**src/rtl/karatsuba_mult_seq.sv**
```systemverilog
// -----------------------------------------------------------------------------
// karatsuba_mult_seq
//
// Sequential WIDTH x WIDTH Karatsuba multiplier. A single (H+1)x(H+1)
// multiplier (H = WIDTH/2) is time-shared across the three partial products
// Xh*Yh, Xl*Yl and (Xh+Xl)*(Yh+Yl). The partial products are then combined
// over a few cycles into the full 2*WIDTH product. With SIGNED=1 the operands
// are treated as two's complement: magnitudes are multiplied and the sign is
// applied to the result in the final step.
//
// Parameters
//   WIDTH   operand width in bits (even, >= 4)
//   SIGNED  0 = unsigned operands, 1 = two's-complement operands and result
//
// Ports
//   clk      rising-edge clock
//   RESET_N  asynchronous active-low reset
//   start    level request, only looked at while idle
//   X, Y     operands, captured on the accepting edge only
//   P        product register, holds until the next completion
//   BUSY     high whenever the unit is not idle
//   DONE     one-cycle pulse coincident with a fresh P
// -----------------------------------------------------------------------------
module karatsuba_mult_seq #(
  parameter int WIDTH  = 8,
  parameter int SIGNED = 0
) (
  input  logic               clk,
  input  logic               RESET_N,
  input  logic               start,
  input  logic [WIDTH-1:0]   X,
  input  logic [WIDTH-1:0]   Y,
  output logic [2*WIDTH-1:0] P,
  output logic               BUSY,
  output logic               DONE
);

  localparam int H = WIDTH / 2;

  typedef enum logic [3:0] {
    IDLE       = 4'd0,
    LOAD       = 4'd1,
    MUL_A      = 4'd2,
    MUL_B      = 4'd3,
    MUL_DE     = 4'd4,
    SOMA_AB    = 4'd5,
    SUB_DE_AB  = 4'd6,
    SOMA_FINAL = 4'd7,
    FIM        = 4'd8
  } state_t;

  state_t             state_q;
  logic [WIDTH-1:0]   x_q;
  logic [WIDTH-1:0]   y_q;
  logic               neg_q;
  logic [H:0]         sx_q;
  logic [H:0]         sy_q;
  logic [2*H-1:0]     a_q;
  logic [2*H-1:0]     b_q;
  logic [2*H+1:0]     de_q;
  logic [2*H:0]       ab_q;
  logic [2*H+1:0]     m_q;
  logic [2*WIDTH-1:0] p_q;

  // Operand conditioning at capture: magnitudes plus the result sign.
  // The magnitude of the most negative value is 2^(WIDTH-1), which still
  // fits the unsigned WIDTH-bit register, so plain negation is enough.
  logic [WIDTH-1:0] x_abs;
  logic [WIDTH-1:0] y_abs;
  logic             neg_in;

  generate
    if (SIGNED != 0) begin : g_signed
      assign x_abs  = X[WIDTH-1] ? -X : X;
      assign y_abs  = Y[WIDTH-1] ? -Y : Y;
      assign neg_in = X[WIDTH-1] ^ Y[WIDTH-1];
    end else begin : g_unsigned
      assign x_abs  = X;
      assign y_abs  = Y;
      assign neg_in = 1'b0;
    end
  endgenerate

  // Shared multiplier; the operand pair is chosen by the current state.
  logic [H:0]     mul_a;
  logic [H:0]     mul_b;
  logic [2*H+1:0] prod;

  always_comb begin
    mul_a = '0;
    mul_b = '0;
    case (state_q)
      MUL_A: begin
        mul_a = {1'b0, x_q[WIDTH-1:H]};
        mul_b = {1'b0, y_q[WIDTH-1:H]};
      end
      MUL_B: begin
        mul_a = {1'b0, x_q[H-1:0]};
        mul_b = {1'b0, y_q[H-1:0]};
      end
      MUL_DE: begin
        mul_a = sx_q;
        mul_b = sy_q;
      end
      default: begin
        mul_a = '0;
        mul_b = '0;
      end
    endcase
  end

  assign prod = {{(H+1){1'b0}}, mul_a} * {{(H+1){1'b0}}, mul_b};

  // Final recombination. Since B < 2^(2H), (A << 2H) + B is just the
  // concatenation {A, B}; only the middle term needs a real adder.
  // M never exceeds 2H+1 significant bits, so bits shifted out are zero.
  logic [2*WIDTH-1:0] r_sum;
  assign r_sum = {a_q, b_q} + ((2*WIDTH)'(m_q) << H);

  always_ff @(posedge clk or negedge RESET_N) begin
    if (!RESET_N) begin
      state_q <= IDLE;
      x_q     <= '0;
      y_q     <= '0;
      neg_q   <= 1'b0;
      sx_q    <= '0;
      sy_q    <= '0;
      a_q     <= '0;
      b_q     <= '0;
      de_q    <= '0;
      ab_q    <= '0;
      m_q     <= '0;
      p_q     <= '0;
    end else begin
      case (state_q)
        IDLE: begin
          if (start) begin
            x_q     <= x_abs;
            y_q     <= y_abs;
            neg_q   <= neg_in;
            state_q <= LOAD;
          end
        end
        LOAD: begin
          sx_q    <= {1'b0, x_q[WIDTH-1:H]} + {1'b0, x_q[H-1:0]};
          sy_q    <= {1'b0, y_q[WIDTH-1:H]} + {1'b0, y_q[H-1:0]};
          state_q <= MUL_A;
        end
        MUL_A: begin
          a_q     <= prod[2*H-1:0];
          state_q <= MUL_B;
        end
        MUL_B: begin
          b_q     <= prod[2*H-1:0];
          state_q <= MUL_DE;
        end
        MUL_DE: begin
          de_q    <= prod;
          state_q <= SOMA_AB;
        end
        SOMA_AB: begin
          ab_q    <= {1'b0, a_q} + {1'b0, b_q};
          state_q <= SUB_DE_AB;
        end
        SUB_DE_AB: begin
          // DE >= A + B always, so this difference is never negative.
          m_q     <= de_q - {1'b0, ab_q};
          state_q <= SOMA_FINAL;
        end
        SOMA_FINAL: begin
          p_q     <= neg_q ? -r_sum : r_sum;
          state_q <= FIM;
        end
        FIM: begin
          state_q <= IDLE;
        end
        default: begin
          state_q <= IDLE;
        end
      endcase
    end
  end

  assign P    = p_q;
  assign BUSY = (state_q != IDLE);
  assign DONE = (state_q == FIM);

endmodule
```
**config.mk**
```make
export PLATFORM = sky130hd
export DESIGN_NAME = karatsuba_mult_seq
export DESIGN_NICKNAME = d
export VERILOG_FILES = /design/src/rtl/karatsuba_mult_seq.sv
export SDC_FILE = /design/constraint.sdc
export NUM_CORES = 1
export LEC_CHECK = 0
export ABC_AREA = 1
export BUFFER_PORTS_ARGS = -buffer_cell sky130_fd_sc_hd__buf_4
export CAP_MARGIN = 20
export CELL_PAD_IN_SITES_DETAIL_PLACEMENT = 0
export CELL_PAD_IN_SITES_GLOBAL_PLACEMENT = 2
export CORE_ASPECT_RATIO = 0.6
export CORE_MARGIN = 2
export CORE_UTILIZATION = 40
export CTS_CLUSTER_DIAMETER = 40
export DETAILED_ROUTE_END_ITERATION = 6
export GPL_ROUTABILITY_DRIVEN = 0
export GPL_TIMING_DRIVEN = 0
export MAX_ROUTING_LAYER = met4
export PLACE_DENSITY = 0.91
export SLEW_MARGIN = 20
export SYNTH_ARGS = -nofsm -noshare
export SYNTH_HDL_FRONTEND = slang
export SYNTH_SLANG_ARGS = --single-unit
```
**constraint.sdc**
```tcl
create_clock -name clk -period 6.8 [get_ports clk]
set_clock_uncertainty 0.05 [all_clocks]
set_input_delay 1.36 -clock clk [delete_from_list [all_inputs] [get_ports clk]]
set_output_delay 1.36 -clock clk [all_outputs]
set_load 0.005 [all_outputs]
```
* Word-level counts from Yosys, hierarchy flattened
Index checks and enable logic that the tools add are counted.
** Storage, ports and cells
- Register bits after elaboration :: 91
- Logic and storage cells :: 33
- Output and inout port bits :: 18
** Cells by class
- Eq/ne operators :: 9
- Mux-type cells :: 4
- Reductions and logical operators :: 3
- Multipliers :: 1
- Add/sub/neg operators :: 5
** Operators by type and width (count)
- $pmux W4 S8 :: 1
- $pmux W5 S3 :: 2
- $add A16 B14 Y16 :: 1
- $eq A4 B3 Y1 const B :: 4
- $add A4 B4 Y5 :: 2
- $mul A5 B5 Y10 :: 1
- $sub A10 B9 Y10 :: 1
- $add A8 B8 Y9 :: 1
- $eq A4 B2 Y1 const B :: 2
- $eq A4 B1 Y1 const B :: 1
- $eq A4 B4 Y1 const B :: 1
- $logic_not A4 Y1 :: 1
- $mux W4 :: 1
- $reduce_bool A4 Y1 :: 1
- $ne A2 B2 Y1 const B :: 1
- $reduce_and A2 Y1 :: 1

* Logic depth before layout (Yosys ltp)
- Word-level depth :: 3
- Mapped depth :: 21
- Depth with buffers taken out :: 21

* Worst setup path before layout
OpenSTA, ideal clock, no wires.
- Path type :: reg2reg
- From :: reg state_q[0]
- To :: reg a_q[7]
- Path slack :: 3.049 ns
- Arrival :: 3.583 ns
- Stages on the path, launching flop included :: 18
- Data required time :: 6.633 ns
- Path buffers :: 0
- Clock period less this slack :: 3.751 ns
- Cell sequence :: dfrtp_1 > nor2_2 > inv_2 > nor2_8 > inv_2 > nor2_2 > nand2_1 > fa_1 > inv_1 > fa_1 > fa_1 > ha_1 > a21oi_1 > nand2_1 > a21oi_1 > nand2_1 > nand3_1 > nand2_1
** Between the ends
- Longest elaborated chain between the ends :: 3
** Ends and longest elaborated chain
- start, declared :: line 52 : state_t state_q;
- start signal, assigned :: line 122 : state_q <= IDLE;
- start signal, assigned :: line 141 : state_q <= LOAD;
- start signal, assigned :: line 147 : state_q <= MUL_A;
- $eq A4 B3 Y1, or another cell as far along :: line 92 : case (state_q)
- $pmux W5 S3 :: line 92
- $mul A5 B5 Y10 :: line 112 : assign prod = {{(H+1){1'b0}}, mul_a} * {{(H+1){1'b0}}, mul_b};
- end signal, assigned :: line 150 : a_q <= prod[2*H-1:0];
- end, declared :: line 58 : logic [2*H-1:0] a_q;
Several ways; a longest one is shown, not always the timed one.
A chain may end at the register's enable or synchronous reset.

* Worst setup path in the final report
- From :: reg state_q[2]
- To :: reg a_q[6]
Same word-level chain as after synthesis.

==> flow_summary.ini <==
[clocking]
hold_buffers = 0
clockBufferDepth = 2
clock-root-buffer = clkbuf_16
cts_sinks = 91
ctsResizeCount = 0
clk_latency_ns = 0.35
clk_pin_slew_ns = 0.07
htreeDepth = 3
cts_setup_buffers = 0
cts_buffers = 9
cts_tree = built

[route]
postRouteAntennaNets = 0
vias_per_cell = 4.898
drc = 0
first_pass_iters = 5
wl_um = 15360
via_count = 4932
drt_iter0_markers = 353
wire_per_inst_um = 15.26

[floorplan]
io_pins = 37
die-area_mm2 = 0.01625
die_h_um = 99.56
dieWidth_um = 163.3
coreArea_mm2 = 0.01468
rows = 34
initial_core_util = 0.4147

[synth]
ys_warn_count = 0
synth_mux_area_frac = 0.02960
synth_fp_nets = 843
synth-edff-count = 0
ys_ff_latch = 91
synth_compound_area_frac = 0.07770
yosysSeqAreaShare = 0.3741
synth.distinct_cells = 37
avgSynthCellArea_um2 = 8.041
synth_simple_gate_area_frac = 0.2592
synthXorXnorAreaFrac = 0.02302
synth_top_family_by_area = simple AND/OR/NAND/NOR gates
async_flop_share = 1.000
synthCells = 757
syn_area_mm2 = 0.006087
synth-main-ff-cell = dfrtp_1
synth-adder-area-share = 0.1550

[timing]
setup_viol = 0
finalWorstSetupSlack_ns = 2.295
maxSlewHeadroom = 0.4207
worst_slew_pin_slew_ns = 0.8689
rsz0062_at_grt = false
drv_slew = 0
period_minus_slack_ns = 4.505
whs_ns = 0.4280
fin_crit_sh = 0.6625
hold_viol = 0
setup_tns_ns = 0
max_freq_mhz = 222.0

[global_routing]
grt_overflow = 0
grt_max_degree = 92
antenna_found_initial = 0
first_global_vias = 4886
grt_usage = 0.2124
grt_pass1_wl_um = 25920

[worst_setup_path]
worstPathMaxFanout = 9
endpoint_kind = flip-flop
path_class = flip-flop to flip-flop
start_kind = flip-flop
crit_arrival_ns = 4.66
worstPathRequired_ns = 6.95

[finish]
nets = 890
mostFrequentLayoutCells = 252 x nand2_1, 103 x inv_1, 91 x dfrtp_1
fin_cells = 1007
area_growth_pct = 13.32
diodes = 0
drive_gt1_frac = 0.1310
final_common_cell = nand2_1
finish.utilization = 0.4700

[power]
ir_worst_vdd_uv = 179.3
leakagePower_nw = 3.916
power_density_mw_per_mm2 = 443.7

[place]
dp_hpwl_um = 12130
place_ws_ns = 2.313
io_buffers = 36
placedCellCount = 991

[min_path]
hp-class = flip-flop to flip-flop

[outcome]
status = complete, no violations

[flow_run]
drv_cap = 0
[where the power goes]
group | internal [W] | total (W) | leakage (nW) | switching (W)
clock network | 0.000270 | 0.000496 | 0.135 | 0.000225
logic | 0.000627 | 0.00163 | 2.60 | 0.00100
registers | 0.000753 | 0.000934 | 1.18 | 0.000181
total | 0.00165 | 0.00306 | 3.92 | 0.00141
[final timing paths]
check | cells after the start | from | slack, ns | to
worst max register to register | 16 | state_q[2]$_DFFE_PN0P_ | 2.30 | a_q[6]$_DFFE_PN0N_
worst min-delay path | 2 | P[3]$_DFFE_PN0P_ | 0.43 | P[3]$_DFFE_PN0P_
worst max-delay path | 16 | state_q[2]$_DFFE_PN0P_ | 2.30 | a_q[6]$_DFFE_PN0N_
max in group asynchronous | 1 | RESET_N | 5.08 | a_q[3]$_DFFE_PN0N_
min in group asynchronous | 1 | RESET_N | 1.02 | de_q[8]$_DFFE_PN0N_
worst min register to register | 2 | P[3]$_DFFE_PN0P_ | 0.43 | P[3]$_DFFE_PN0P_
[final cells by class]
class / count / area, um2
fillers: 1465 / 7779
multi-input cells: 542 / 3314
flip-flops and latches: 91 / 2277
inverters: 112 / 422.9
repair buffers: 36 / 274.0
clock buffers: 12 / 256.5
well taps: 198 / 247.7
plain buffers: 12 / 72.57
clock inverters: 4 / 32.53
[per-layer routing]
layer | GRT usage | vias up | wire, um
li1 | - | 2502 | -
met1 | 0.3318 | 2311 | 8673
met2 | 0.2700 | 108 | 5507
met3 | 0.05421 | 11 | 1030
met4 | 0.04152 | 0 | 153
met5 | - | - | 0
[state kept, by name, indices dropped and copies added, names as in the netlist]
| register | count |
|---|---|
| ab_q | 9 |
| b_q | 8 |
| a_q | 8 |
| P | 16 |
| state_q | 4 |
| x_q | 8 |
| sx_q | 5 |
| sy_q | 5 |
| y_q | 8 |
| m_q | 10 |
| de_q | 10 |
[through the flow]
step	area (um2)	total power [W]
after global routing	6898	0.003348
after detailed placement	6609	0.002558
after global placement	6605	0.002517
after floorplan	6087	0.002061
after CTS	6898	0.003065
final	6898	0.003060
[cell families (layout without fill, tap and decap cells)]
logic type | after synthesis | count (layout)
simple gates | 362 | 362
buf+inv | 124 | 176
flops | 91 | 91
compound gates | 85 | 85
fa+ha+maj | 67 | 67
xor+xnor | 16 | 16
mux | 12 | 12
[synth_stat cells, drive strengths merged (4+ instances only)]
master,number,share of area
nor2,32,0.026
ha,53,0.11
nand3,53,0.048
o21ai,46,0.038
nand4,10,0.010
dfrtp,91,0.37
nand2,259,0.17
nand3b,4,0.0049
a21oi,25,0.021
fa,14,0.046
a31oi,4,0.0041
xnor2,8,0.012
inv,112,0.069
mux2,12,0.030
buf,12,0.012
xor2,8,0.012
[worst max-delay path, cell delays in order, from the launching register on]
cell     delay [ns]
dfrtp_1        0.44
nor2_4         0.22
nand2_4        0.14
inv_2          0.18
nand2_1        0.07
nand3_1        0.28
nand2_1        0.13
fa_1           0.52
inv_1          0.05
fa_1           0.50
fa_1           0.44
ha_1           0.35
nand2_1        0.09
nand2_1        0.07
a31oi_1        0.17
xor2_1         0.47
o21ai_0        0.17
No activity file was read; power rests on OpenSTA's default activity.
